**src/rtl/imem_loader.sv**
```systemverilog
// Instruction-memory loader: takes a length-prefixed, XOR-checksummed byte stream,
// writes big-endian 32-bit words to consecutive addresses, and holds the CPU in reset until a load succeeds.
module imem_loader #(
  parameter int ADDR_WIDTH = 8
) (
  input  logic                  clk,
  input  logic                  reset,
  input  logic                  start,
  input  logic [7:0]            in_data,
  input  logic                  in_valid,
  output logic                  in_ready,
  output logic                  imem_we,
  output logic [31:0]           imem_addr,
  output logic [31:0]           imem_wdata,
  output logic                  cpu_reset,
  output logic                  busy,
  output logic                  done,
  output logic                  error,
  output logic [ADDR_WIDTH:0]   words_loaded
);

  localparam int          CW       = ADDR_WIDTH + 1;
  localparam logic [16:0] CAPACITY = 17'(2 ** ADDR_WIDTH);

  typedef enum logic [2:0] {IDLE, LEN_HI, LEN_LO, DATA, CHECK, DONE, ERR} state_t;

  state_t          state, state_next;
  logic [7:0]      len_hi;
  logic [15:0]     len;
  logic [1:0]      byte_cnt;
  logic [CW-1:0]   word_idx;
  logic [7:0]      csum;
  logic [23:0]     word;

  logic            xfer;
  logic            idle_like;
  logic [15:0]     len_in;
  logic            last_word;

  assign xfer      = in_valid && in_ready;
  assign idle_like = (state == IDLE) || (state == DONE) || (state == ERR);
  assign len_in    = {len_hi, in_data};
  // word_idx still holds the index of the word being completed
  assign last_word = (17'(word_idx) + 17'd1) == 17'(len);

  always_ff @(posedge clk or posedge reset) begin
    if (reset) state <= IDLE;
    else       state <= state_next;
  end

  // NOTE: every output of this block gets a default first, so no path can infer a latch.
  always_comb begin
    state_next = state;
    in_ready   = 1'b0;
    busy       = 1'b0;
    done       = 1'b0;
    error      = 1'b0;
    cpu_reset  = 1'b1;
    case (state)
      IDLE: begin
        if (start) state_next = LEN_HI;
      end
      LEN_HI: begin
        in_ready = 1'b1;
        busy     = 1'b1;
        if (xfer) state_next = LEN_LO;
      end
      LEN_LO: begin
        in_ready = 1'b1;
        busy     = 1'b1;
        if (xfer) begin
          if ({1'b0, len_in} > CAPACITY) state_next = ERR;
          else if (len_in == 16'd0)      state_next = CHECK;
          else                           state_next = DATA;
        end
      end
      DATA: begin
        in_ready = 1'b1;
        busy     = 1'b1;
        if (xfer && byte_cnt == 2'd3 && last_word) state_next = CHECK;
      end
      CHECK: begin
        in_ready = 1'b1;
        busy     = 1'b1;
        if (xfer) state_next = (in_data == csum) ? DONE : ERR;
      end
      DONE: begin
        done      = 1'b1;
        cpu_reset = 1'b0;
        if (start) state_next = LEN_HI;
      end
      ERR: begin
        error = 1'b1;
        if (start) state_next = LEN_HI;
      end
      default: state_next = IDLE;
    endcase
  end

  // NOTE: sequential state uses non-blocking assignments so all registers update from pre-edge values.
  always_ff @(posedge clk or posedge reset) begin
    if (reset) begin
      imem_we      <= 1'b0;
      imem_addr    <= '0;
      imem_wdata   <= '0;
      words_loaded <= '0;
      len_hi       <= '0;
      len          <= '0;
      byte_cnt     <= '0;
      word_idx     <= '0;
      csum         <= '0;
      word         <= '0;
    end else begin
      imem_we <= 1'b0;

      if (idle_like && start) begin
        words_loaded <= '0;
        byte_cnt     <= '0;
        word_idx     <= '0;
        csum         <= '0;
      end

      if (xfer && state != CHECK) csum <= csum ^ in_data;
      if (xfer && state == LEN_HI) len_hi <= in_data;
      if (xfer && state == LEN_LO) len    <= len_in;

      if (xfer && state == DATA) begin
        word     <= {word[15:0], in_data};
        byte_cnt <= byte_cnt + 2'd1;
        if (byte_cnt == 2'd3) begin
          imem_we      <= 1'b1;
          imem_addr    <= 32'(word_idx) << 2;
          imem_wdata   <= {word, in_data};
          word_idx     <= word_idx + 1'b1;
          words_loaded <= words_loaded + 1'b1;
        end
      end
    end
  end

endmodule

```
**config.mk**
```make
export PLATFORM = sky130hd
export DESIGN_NAME = imem_loader
export DESIGN_NICKNAME = d
export VERILOG_FILES = /design/src/rtl/imem_loader.sv
export SDC_FILE = /design/constraint.sdc
export NUM_CORES = 1
export LEC_CHECK = 0
export ABC_AREA = 1
export CORE_MARGIN = 1.5
export CORE_UTILIZATION = 45
export CTS_CLUSTER_SIZE = 40
export DETAILED_ROUTE_END_ITERATION = 12
export GPL_TIMING_DRIVEN = 1
export PLACE_DENSITY = 0.72
export SYNTH_ARGS = -nofsm -noshare
export SYNTH_HDL_FRONTEND = slang
export SYNTH_SLANG_ARGS = --single-unit
```
**constraint.sdc**
```tcl
create_clock -name clk -period 5.4 [get_ports clk]
set_input_delay 0.81 -clock clk [delete_from_list [all_inputs] [get_ports clk]]
set_output_delay 0.81 -clock clk [all_outputs]
set_load 0.02 [all_outputs]
```
==> results.txt, run 1 <==
Netlist cell types: 32
EDFF count, synth: 0
Final worst-path cycle share: 0.556
#FFs+latches synth: 121
Clock Sinks: 121
Hold buffers post-CTS: 0
Initial drt markers: 393
Clock transition at path regs: 0.05 ns
CP peak stage delay: 0.56 ns
ANT nets after route: 0
Die Span Y: 114 um
RSZ-0062 raised after global routing: false
Post-DP HPWL: 8490 um
Root Buffer: clkbuf_16
Status: finished, final reports clean
Avg Inst Size Synth: 8.34 um^2
WL met2: 5590 um
Avg WL per Cell: 13.6 um
Worst skew pair latency: 0.41 ns
R2r worst-path depth: 11
Setup Skew: 0.00622 ns
P_int: 2.22 mW
Total CTS buffers: 17
Max-slew violation count: 0
Sw Pwr: 1.10 mW
Clock Tree Buf Depth: 2
Worst Setup End Kind: flop
Final hold violation count: 0
GPL Wtd Cong: 0.887
Post-cts sizing count: 0
Initial Util: 0.461
Slew @ Worst Pin: 1.13 ns
Met3 wire len: 711 um
Ys async rst share: 1.00
Combinational Power Share: 0.272
CTS HTree Levels: 4
Vias in the first global route: 4123
DRT Pass-1 Iters: 4
CTS tree: done
Worst R2R Start: state[2]$_DFFE_PP0P_
Clock Power Share: 0.330
Critical path class: input pin to flop
Worst path slowest cell: buf_4
Area leader, netlist: dfrtp_1
Sequential share of power: 0.398
Filler cells: 1059
Setup TNS: 0 ns
DRT Wirelength: 12000 um
Leak pwr: 3.34 nW
Synth top area share: 0.547
Top routing layer in use: met4
Hold WS: 0.472 ns
Die X: 114 um
Net count reported at finish: 745
Final Critical Period: 3.00 ns
Synth Cell Area: 5540 um^2
Vias per inst: 5.05
Die area: 13000 um^2
Core Area: 12000 um^2
Final setup violation count: 0
Arrival @ worst endpoint: 3.29 ns
Initial antenna violation count: 0
Count leader, synth: nand2_1
Required @ worst endpoint: 5.68 ns
Sw frac: 0.332
Post-route DRC violation count: 0
Hold Path Origin: imem_wdata[30]$_DFFE_PP0P_
Syn Inst Count: 664
Non-filler instance count after layout: 888
Commonest cells post-synth: nand2_1, dfrtp_1, o21ai_0
M1 wire length: 5680 um
CP max FO: 71
Gr usage total: 0.196
Synth warn: 0
Pwr dens: 488 nW/um^2
Largest net degree at the start of global routing: 95
GRT overflow: 0
Max VDD drop: 0.448 mV
Port bufs: 67
First-pass GRT wire length: 19900 um
# diodes: 0
Share of post-route cells with drive strength above 1: 0.0580
Max Cap Viol: 0
Via count: 4480
Critical Path Source: in_valid
Area contributors post-synth: dfrtp_1, nand2_1, o21ai_0, inv_1, nand3_1
Max-slew headroom: 0.244
Highest Clock Rate: 0.333 GHz
# rows: 40
Synth Flop Type: dfrtp_1
Placed insts: 858
Boundary pin count: 91
WHS Path Cells: 2
Sequential-to-total area share from yosys stat: 0.547
Setup Buffers After CTS: 0
Min-Delay Path Class: flop to flop
Layout area overhead: 22.9%
CP Cell Sequence: clkdlybuf4s50_1 > inv_1 > nor2_4 > buf_4 > inv_2 > nor2_8 > inv_2 > buf_4 > nor2_1 > a21oi_1 > a21oi_1
Crit path launch type: input pin
## logic make-up (layout without fill, tap and decap cells)
group / count (synthesis) / count (layout) / share of synthesized area
xor gates and xnor gates: 9 / 9 / 0.0142
and+or+nand+nor: 293 / 293 / 0.223
other: 1 / 23 / 0.000677
DFF: 121 / 121 / 0.547
adders and majority gates: 3 / 3 / 0.00678
buffers and inverters: 124 / 179 / 0.103
AOI/OAI and AO/OA: 113 / 113 / 0.105
## state kept, by name (all words and copies together) (netlist names)
signal and cells:
word_idx 9, imem_we 1, len 16, byte_cnt 2, state 3, word 24, len_hi 8, csum 8
imem_wdata 32, words_loaded 9, imem_addr 9
## per-stage QoR
| stage | area [um^2] | worst slack (ns) | utilization | total power, mW |
|---|---|---|---|---|
| 4_1_cts | 6810 | 2.43 | 0.567 | 3.34 |
| 6_report | 6810 | 2.40 | 0.567 | 3.32 |
| 3_5_place_dp | 6230 | 2.01 | 0.519 | 2.23 |
| 3_3_place_gp | 6230 | 2.06 | 0.519 | 2.19 |
| 2_1_floorplan | 5620 | 1.38 | - | 1.94 |
| 5_1_grt | 6810 | 2.18 | 0.567 | 3.53 |
## power by group through the flow
stage          clock, mW  combinational [mW]  sequential [mW]
5_1_grt             1.16                1.02             1.35
2_1_floorplan          0               0.595             1.34
3_5_place_dp           0               0.900             1.33
3_3_place_gp           0               0.873             1.32
4_1_cts             1.11               0.909             1.32
6_report            1.10               0.903             1.32
## placed cells by master, fill, tap and decap left out, drive strengths merged
master	Yosys	layout
o22ai	6	6
nor4	2	2
clkinv	0	2
nand3	44	44
clkinvlp	0	3
a22o	1	1
nand4	7	7
o211ai	2	2
nor3	6	6
xor2	4	4
a21oi	5	5
dfrtp	121	121
or2	1	1
xnor2	5	5
conb	1	23
clkbuf	14	23
ha	3	3
bufinv	0	2
inv	79	79
o21bai	1	1
nand2	197	197
nand3b	1	1
o21ai	98	98
nor2	35	35
buf	31	3
clkdlybuf4s50	0	67
## worst max-delay path, delay by kind of cell
kind	cells	cell delay [ns]
AOI/OAI and AO/OA	2	0.19
buffers and inverters	6	1.95
and+or+nand+nor	3	0.28
## per-layer routing
metal / track usage / vias up
li1: - / 2202
met3: 0.0537 / 6
met5: 0 / -
met4: 0.0542 / 0
met2: 0.306 / 140
met1: 0.272 / 2132
## final timing paths
kind	slack, ns	to
min in group asynchronous	1.04	imem_wdata[25]$_DFFE_PP0P_
max in group asynchronous	3.34	csum[7]$_DFFE_PP0P_
setup / recovery	2.40	words_loaded[6]$_DFF_PP0_
setup reg to reg	2.81	words_loaded[6]$_DFF_PP0_
hold reg to reg	0.47	imem_wdata[30]$_DFFE_PP0P_
hold / removal	0.47	imem_wdata[30]$_DFFE_PP0P_
## area by class of cell
type,instances,area (um^2),share of cell area
Clock inverter,7,92.6,0.0136
Clock buffer,23,488,0.0717
Sequential cell,121,3030,0.445
Timing Repair Buffer,70,693,0.102
Inverter,79,299,0.0439
Tap cell,147,184,0.0270
Multi-Input combinational cell,441,2020,0.297
Power figures use the tool's default switching activity.
==> inputs of run 2 (changes only) <==
--- a/config.mk
+++ b/config.mk
@@ -11,7 +11,7 @@
 export CTS_CLUSTER_SIZE = 40
 export DETAILED_ROUTE_END_ITERATION = 12
 export GPL_TIMING_DRIVEN = 1
-export PLACE_DENSITY = 0.72
+export PLACE_DENSITY = 0.75
 export SYNTH_ARGS = -nofsm -noshare
 export SYNTH_HDL_FRONTEND = slang
 export SYNTH_SLANG_ARGS = --single-unit
==> constraint.sdc (replaced) <==
create_clock -name clk -period 2.6 [get_ports clk]
set_input_delay 0.39 -clock clk [delete_from_list [all_inputs] [get_ports clk]]
set_output_delay 0.39 -clock clk [all_outputs]
set_load 0.02 [all_outputs]
==> run 2 against run 1 <==
Cell count is 0.56% higher. Worst hold slack worse by 0.050 ns. Register-to-register slack worse by 2.2 ns. Largest cell class unchanged. Setup slack worse by 2.2 ns. Sequential power is 110% higher. Critical path type is now flop to output pin. Largest power group unchanged. Die area stayed put. Critical endpoint is now busy.
==> results.txt, run 2 (synthesis gave the netlist of run 1 again) <==
Die X: 114 um (unchanged)
Boundary pin count: 91 (unchanged)
Max VDD drop: 0.742 mV (+65%)
Worst R2R Start: word_idx[0]$_DFF_PP0_
Area of the multi-input gates: 2030 um^2 (+0.12%)
Max-slew headroom: 0.448 (+0.205)
Initial antenna violation count: 0 (unchanged)
Total power: 6.96 mW (+110%)
Highest Clock Rate: 0.410 GHz
Largest reg by FF count: imem_wdata
Crit path launch type: flop
Register area: 3030 um^2 (unchanged)
CTS tree: done
Avg WL per Cell: 14.2 um (+4.3%)
Max-slew violation count: 0 (unchanged)
Sw frac: 0.335 (+0.00308)
Non-filler instance count after layout: 893 (+0.56%)
Pre-CTS WS: 0.261 ns (-1.75 ns)
Root Buffer: clkbuf_16
Share of post-route cells with drive strength above 1: 0.0643 (+0.00631)
ANT nets after route: 0 (unchanged)
Leak pwr: 3.38 nW (+1.1%)
Min-Delay Path Class: input pin to async pin
Combinational Power Share: 0.277 (+0.005)
Worst skew pair latency: 0.40 ns (about the same)
Clock transition at path regs: 0.05 ns (about the same)
# diodes: 0 (unchanged)
Total CTS buffers: 17 (unchanged)
First-pass GRT wire length: 21600 um (+8.4%)
Most frequent cells in the layout: nand2_1, dfrtp_1, o21ai_0
Vias in the first global route: 4524 (+9.7%)
Most common library cell in the layout ignoring fill and taps: nand2_1
GRT overflow: 0 (unchanged)
Sequential share of power: 0.394 (-0.004)
Initial Util: 0.461 (unchanged)
Final Critical Period: 2.44 ns
Hold WS: 0.422 ns (-0.0497 ns)
Core Area: 12000 um^2 (unchanged)
Setup TNS: 0 ns (unchanged)
Die area: 13000 um^2 (unchanged)
Placed insts: 861 (+0.35%)
Largest net degree at the start of global routing: 50 (-47%)
Port bufs: 67 (unchanged)
Critical path class: flop to output pin
Via count: 4594 (+2.5%)
Initial drt markers: 390 (-0.76%)
GPL Wtd Cong: 0.882 (-0.54%)
Final worst-path cycle share: 0.939
DRT Wirelength: 12600 um (+4.9%)
Layout area overhead: 24.1%
Status: finished, final reports clean
Clock Power Share: 0.329 (about the same)
Sw Pwr: 2.34 mW (+110%)
Placed inst area: 6290 um^2 (+0.98%)
Critical Path Source: state[0]$_DFFE_PP0P_
Setup Skew: 0.00513 ns (-0.00109 ns)
Final hold violation count: 0 (unchanged)
Net count reported at finish: 748 (+0.40%)
Setup Buffers After CTS: 0 (unchanged)
Clock Tree Buf Depth: 2 (unchanged)
Required @ worst endpoint: 2.21 ns (-3.47 ns)
CTS HTree Levels: 4 (unchanged)
CP max FO: 7 (-90%)
Clock Sinks: 121 (unchanged)
Arrival @ worst endpoint: 2.05 ns (-1.24 ns)
Pwr dens: 1010 nW/um^2 (+110%)
DRT Pass-1 Iters: 5 (+1)
Final instance area: 6880 um^2 (+0.99%)
Largest regs: imem_wdata x32, word x24, len x16
Max reg flops: 32 (unchanged)
P_int: 4.63 mW (+110%)
Worst Setup End Kind: output pin
Worst setup margin: 0.158 ns (-2.24 ns)
Die Span Y: 114 um (unchanged)
Vias per inst: 5.14 (+2.0%)
Gr usage total: 0.211 (+0.0142)
Max Cap Viol: 0 (unchanged)
Slew @ Worst Pin: 0.826 ns (-0.309 ns)
Filler cells: 1002 (-5.4%)
# rows: 40 (unchanged)
Post-route DRC violation count: 0 (unchanged)
Post-DP HPWL: 8810 um (+3.8%)
Final setup violation count: 0 (unchanged)
Post-Route Utilization: 0.573 (+0.00562)
## run 2: cell types whose count changed in the layout (fill, tap and decap cells not counted)
cell,change
clkinv_2,+3
nand2_2,+1
nand2_1,-1
clkbuf_1,+1
clkinvlp_4,-1
buf_12,+3
inv_4,-1
## run 2: critical path: stages (launching register included)
cell and delay (ns):
dfrtp_1 0.45, nor2_1 0.20, nand2_2 0.14, nand2_1 0.12
nor2_2 0.07, inv_1 0.07, clkdlybuf4s50_1 0.60
## run 2: final timing paths
path,end,slack (ns),depth (start not counted)
worst max-delay path,busy,0.16,6
worst min-delay path,imem_wdata[11]$_DFFE_PP0P_,0.42,2
worst max register to register,state[0]$_DFFE_PP0P_,0.63,14
worst min register to register,word[13]$_DFFE_PP0P_,0.47,2
max in group asynchronous,len_hi[3]$_DFFE_PP0P_,1.53,3
min in group clk,word[13]$_DFFE_PP0P_,0.47,2
## run 2: cell type report
class                   instances  share of cell area
clock inverters                 8              0.0135
inverters                      79              0.0437
flip-flops and latches        121               0.440
well taps                     147              0.0267
repair buffers                 73               0.110
clock buffers                  24              0.0715
multi-input cells             441               0.295
## run 2: routing by layer
layer,up-vias,wire (um),track usage
met5,-,0,0
met4,0,178,0.0550
met3,20,757,0.0584
met2,180,6070,0.340
met1,2185,5630,0.282
li1,2209,-,-
## run 2: power by group through the flow
stage / clock network, mW / logic (mW) / registers, mW
after floorplan: 0 / 1.24 / 2.79
after global placement: 0 / 1.81 / 2.73
after detailed placement: 0 / 1.89 / 2.76
after CTS: 2.32 / 1.93 / 2.74
after global routing: 2.42 / 2.18 / 2.81
final: 2.29 / 1.93 / 2.74
## run 2: what timing repair did
item / CTS / global route
hold endpoints to repair: 0 / 0
gates resized for setup: 0 / 1
setup endpoints to repair: 0 / 2
hold buffers: 0 / 0
==> inputs of run 3 (changes only) <==
--- a/config.mk
+++ b/config.mk
@@ -6,12 +6,13 @@
 export NUM_CORES = 1
 export LEC_CHECK = 0
 export ABC_AREA = 1
+export CORE_ASPECT_RATIO = 0.5
 export CORE_MARGIN = 1.5
-export CORE_UTILIZATION = 45
+export CORE_UTILIZATION = 48
 export CTS_CLUSTER_SIZE = 40
 export DETAILED_ROUTE_END_ITERATION = 12
 export GPL_TIMING_DRIVEN = 1
-export PLACE_DENSITY = 0.75
+export PLACE_DENSITY = 0.79
 export SYNTH_ARGS = -nofsm -noshare
 export SYNTH_HDL_FRONTEND = slang
 export SYNTH_SLANG_ARGS = --single-unit
==> run 3 against run 2 <==
Clock skew about the same. Non-clock buffer count up 4. Highest routed layer unchanged. Largest power group unchanged. Via count decreased by 0.61%. Setup slack improved by 0.023 ns. Die area decreased by 5.8%. Core utilization up 4.6 points. Total power shrank 1.6%. Critical path depth rose by 1. Critical endpoint unchanged.
==> results.txt, run 3 (synthesis gave the netlist of run 1 again) <==
CP top delay family: buffers and inverters
Pwr dens: 997 nW/um^2 (-1.5%)
Crit path launch type: flop
Max VDD drop: 0.499 mV (-33%)
ANT nets after route: 0 (unchanged)
Worst Setup End Kind: output pin
GPL Wtd Cong: 0.843 (-4.5%)
DRT Wirelength: 12700 um (+0.69%)
First-pass GRT wire length: 21000 um (-2.7%)
Layout area overhead: 24.1% (about the same)
Required @ worst endpoint: 2.21 ns (about the same)
Largest regs: imem_wdata x32, word x24, len x16
Boundary pin count: 91 (unchanged)
Hold buffers post-CTS: 0 (unchanged)
# rows: 27 (-33%)
Most common library cell in the layout ignoring fill and taps: nand2_1
CTS tree: done
Sum of buffers and inverters on the critical path: 3 (+1)
Share of post-route cells with drive strength above 1: 0.0628 (-0.00151)
Reg2reg setup slack: 0.63 ns (about the same)
Leak pwr: 3.38 nW (about the same)
Setup Buffers After CTS: 0 (unchanged)
# diodes: 0 (unchanged)
Highest Clock Rate: 0.414 GHz (+0.97%)
CTS HTree Levels: 4 (unchanged)
Setup Skew: 0.00489 ns (-0.000237 ns)
Core Area: 11100 um^2 (-7.5%)
Final setup violation count: 0 (unchanged)
Arrival @ worst endpoint: 2.03 ns (-0.02 ns)
Total CTS buffers: 17 (unchanged)
Min-Delay Path Class: input pin to async pin
Vias per inst: 5.11 (-0.61%)
Hold WS: 0.313 ns (-0.109 ns)
Net count reported at finish: 752 (+0.53%)
DRT Pass-1 Iters: 5 (unchanged)
Die area: 12200 um^2 (-5.8%)
Placed inst area: 6320 um^2 (+0.44%)
Post-DP HPWL: 8960 um (+1.6%)
Initial antenna violation count: 0 (unchanged)
Via count: 4566 (-0.61%)
Setup TNS: 0 ns (unchanged)
Root Buffer: clkbuf_16
Worst path slowest cell: clkdlybuf4s50_1
GRT overflow: 0 (unchanged)
Max reg flops: 32 (unchanged)
Worst skew pair latency: 0.41 ns (about the same)
CP max FO: 5 (-2)
Clock transition at path regs: 0.05 ns (about the same)
Final Critical Period: 2.42 ns (-0.0234 ns)
Largest net degree at the start of global routing: 45 (-10%)
Most frequent cells in the layout: nand2_1, dfrtp_1, o21ai_0
Avg WL per Cell: 14.2 um (+0.69%)
Final worst-path cycle share: 0.930 (-0.00899)
Initial drt markers: 395 (+1.3%)
Vias in the first global route: 4302 (-4.9%)
Critical path class: flop to output pin
Clock Tree Buf Depth: 2 (unchanged)
Max Cap Viol: 0 (unchanged)
Largest reg by FF count: imem_wdata
Max-slew headroom: 0.455 (+0.00654)
Clock Sinks: 121 (unchanged)
RSZ-0062 raised after global routing: false
Post-cts sizing count: 0 (unchanged)
Final hold violation count: 0 (unchanged)
Gr usage total: 0.224 (+0.0135)
Final instance area: 6870 um^2 (about the same)
CP Cell Sequence: inv_1 > nor2_1 > nand2_1 > nand2_1 > nor2_2 > inv_1 > clkdlybuf4s50_1
Initial Util: 0.498 (+0.0372)
Port bufs: 67 (unchanged)
Max-slew violation count: 0 (unchanged)
Status: finished, final reports clean
Slew @ Worst Pin: 0.816 ns (-0.00978 ns)
Total power: 6.85 mW (-1.6%)
CP peak stage delay: 0.60 ns (about the same)
Die Span Y: 79.0 um (-31%)
Die X: 155 um (+36%)
Post-route DRC violation count: 0 (unchanged)
==> run 3: cell count changes in the layout (fill, tap and decap cells not counted) <==
cell	previous run	this run
clkbuf_1	3	6
clkinv_2	5	1
clkinvlp_4	2	1
bufinv_16	2	1
buf_4	3	7
clkbuf_8	4	5
==> run 3: worst register-to-register path: cells and delay by family (launching register included) <==
kind                       cells  cell delay, ns
DFF                            1            0.39
AOI/OAI and AO/OA              1            0.24
adders and majority gates      1            0.23
and+or+nand+nor                2            0.40
buffers and inverters          2            0.63
==> run 3: through the flow <==
step / std cells / util / worst slack, ns
global placement: 863 / 0.568 / 0.420
finish: 893 / 0.618 / 0.182
floorplan: 686 / - / 0.727
global route: 893 / 0.618 / 0.0315
CTS: 893 / 0.618 / 0.124
detailed placement: 863 / 0.568 / 0.351
==> run 3: path summary, 6_finish.rpt <==
| kind | from | endpoint | depth (start not counted) |
|---|---|---|---|
| setup / recovery | state[1]$_DFFE_PP0P_ | busy | 7 |
| hold / removal | reset | imem_wdata[31]$_DFFE_PP0P_ | 2 |
| setup reg to reg | byte_cnt[0]$_DFFE_PP0P_ | word_idx[6]$_DFF_PP0_ | 6 |
| hold reg to reg | imem_wdata[27]$_DFFE_PP0P_ | imem_wdata[27]$_DFFE_PP0P_ | 2 |
| max in group asynchronous | reset | word_idx[6]$_DFF_PP0_ | 3 |
| min in group clk | imem_wdata[27]$_DFFE_PP0P_ | imem_wdata[27]$_DFFE_PP0P_ | 2 |
==> run 3: report_power, final <==
part | internal, mW | leakage (nW) | total (mW) | switching (mW)
combinational | 0.710 | 1.57 | 1.89 | 1.18
sequential | 2.42 | 1.54 | 2.76 | 0.344
clock | 1.43 | 0.271 | 2.20 | 0.770
==> run 3: layer usage <==
metal	wire (um)	GRT usage
met5	0	0
met2	5660	0.338
met4	220	0.0913
met1	5970	0.317
met3	878	0.0475
==> run 3: final cells by class <==
class / count / area (um^2)
multi-input cells: 441 / 2030
clock buffers: 28 / 517
inverters: 79 / 300
clock inverters: 2 / 35.0
well taps: 145 / 181
repair buffers: 77 / 783
fillers: 925 / 4240
flip-flops and latches: 121 / 3030
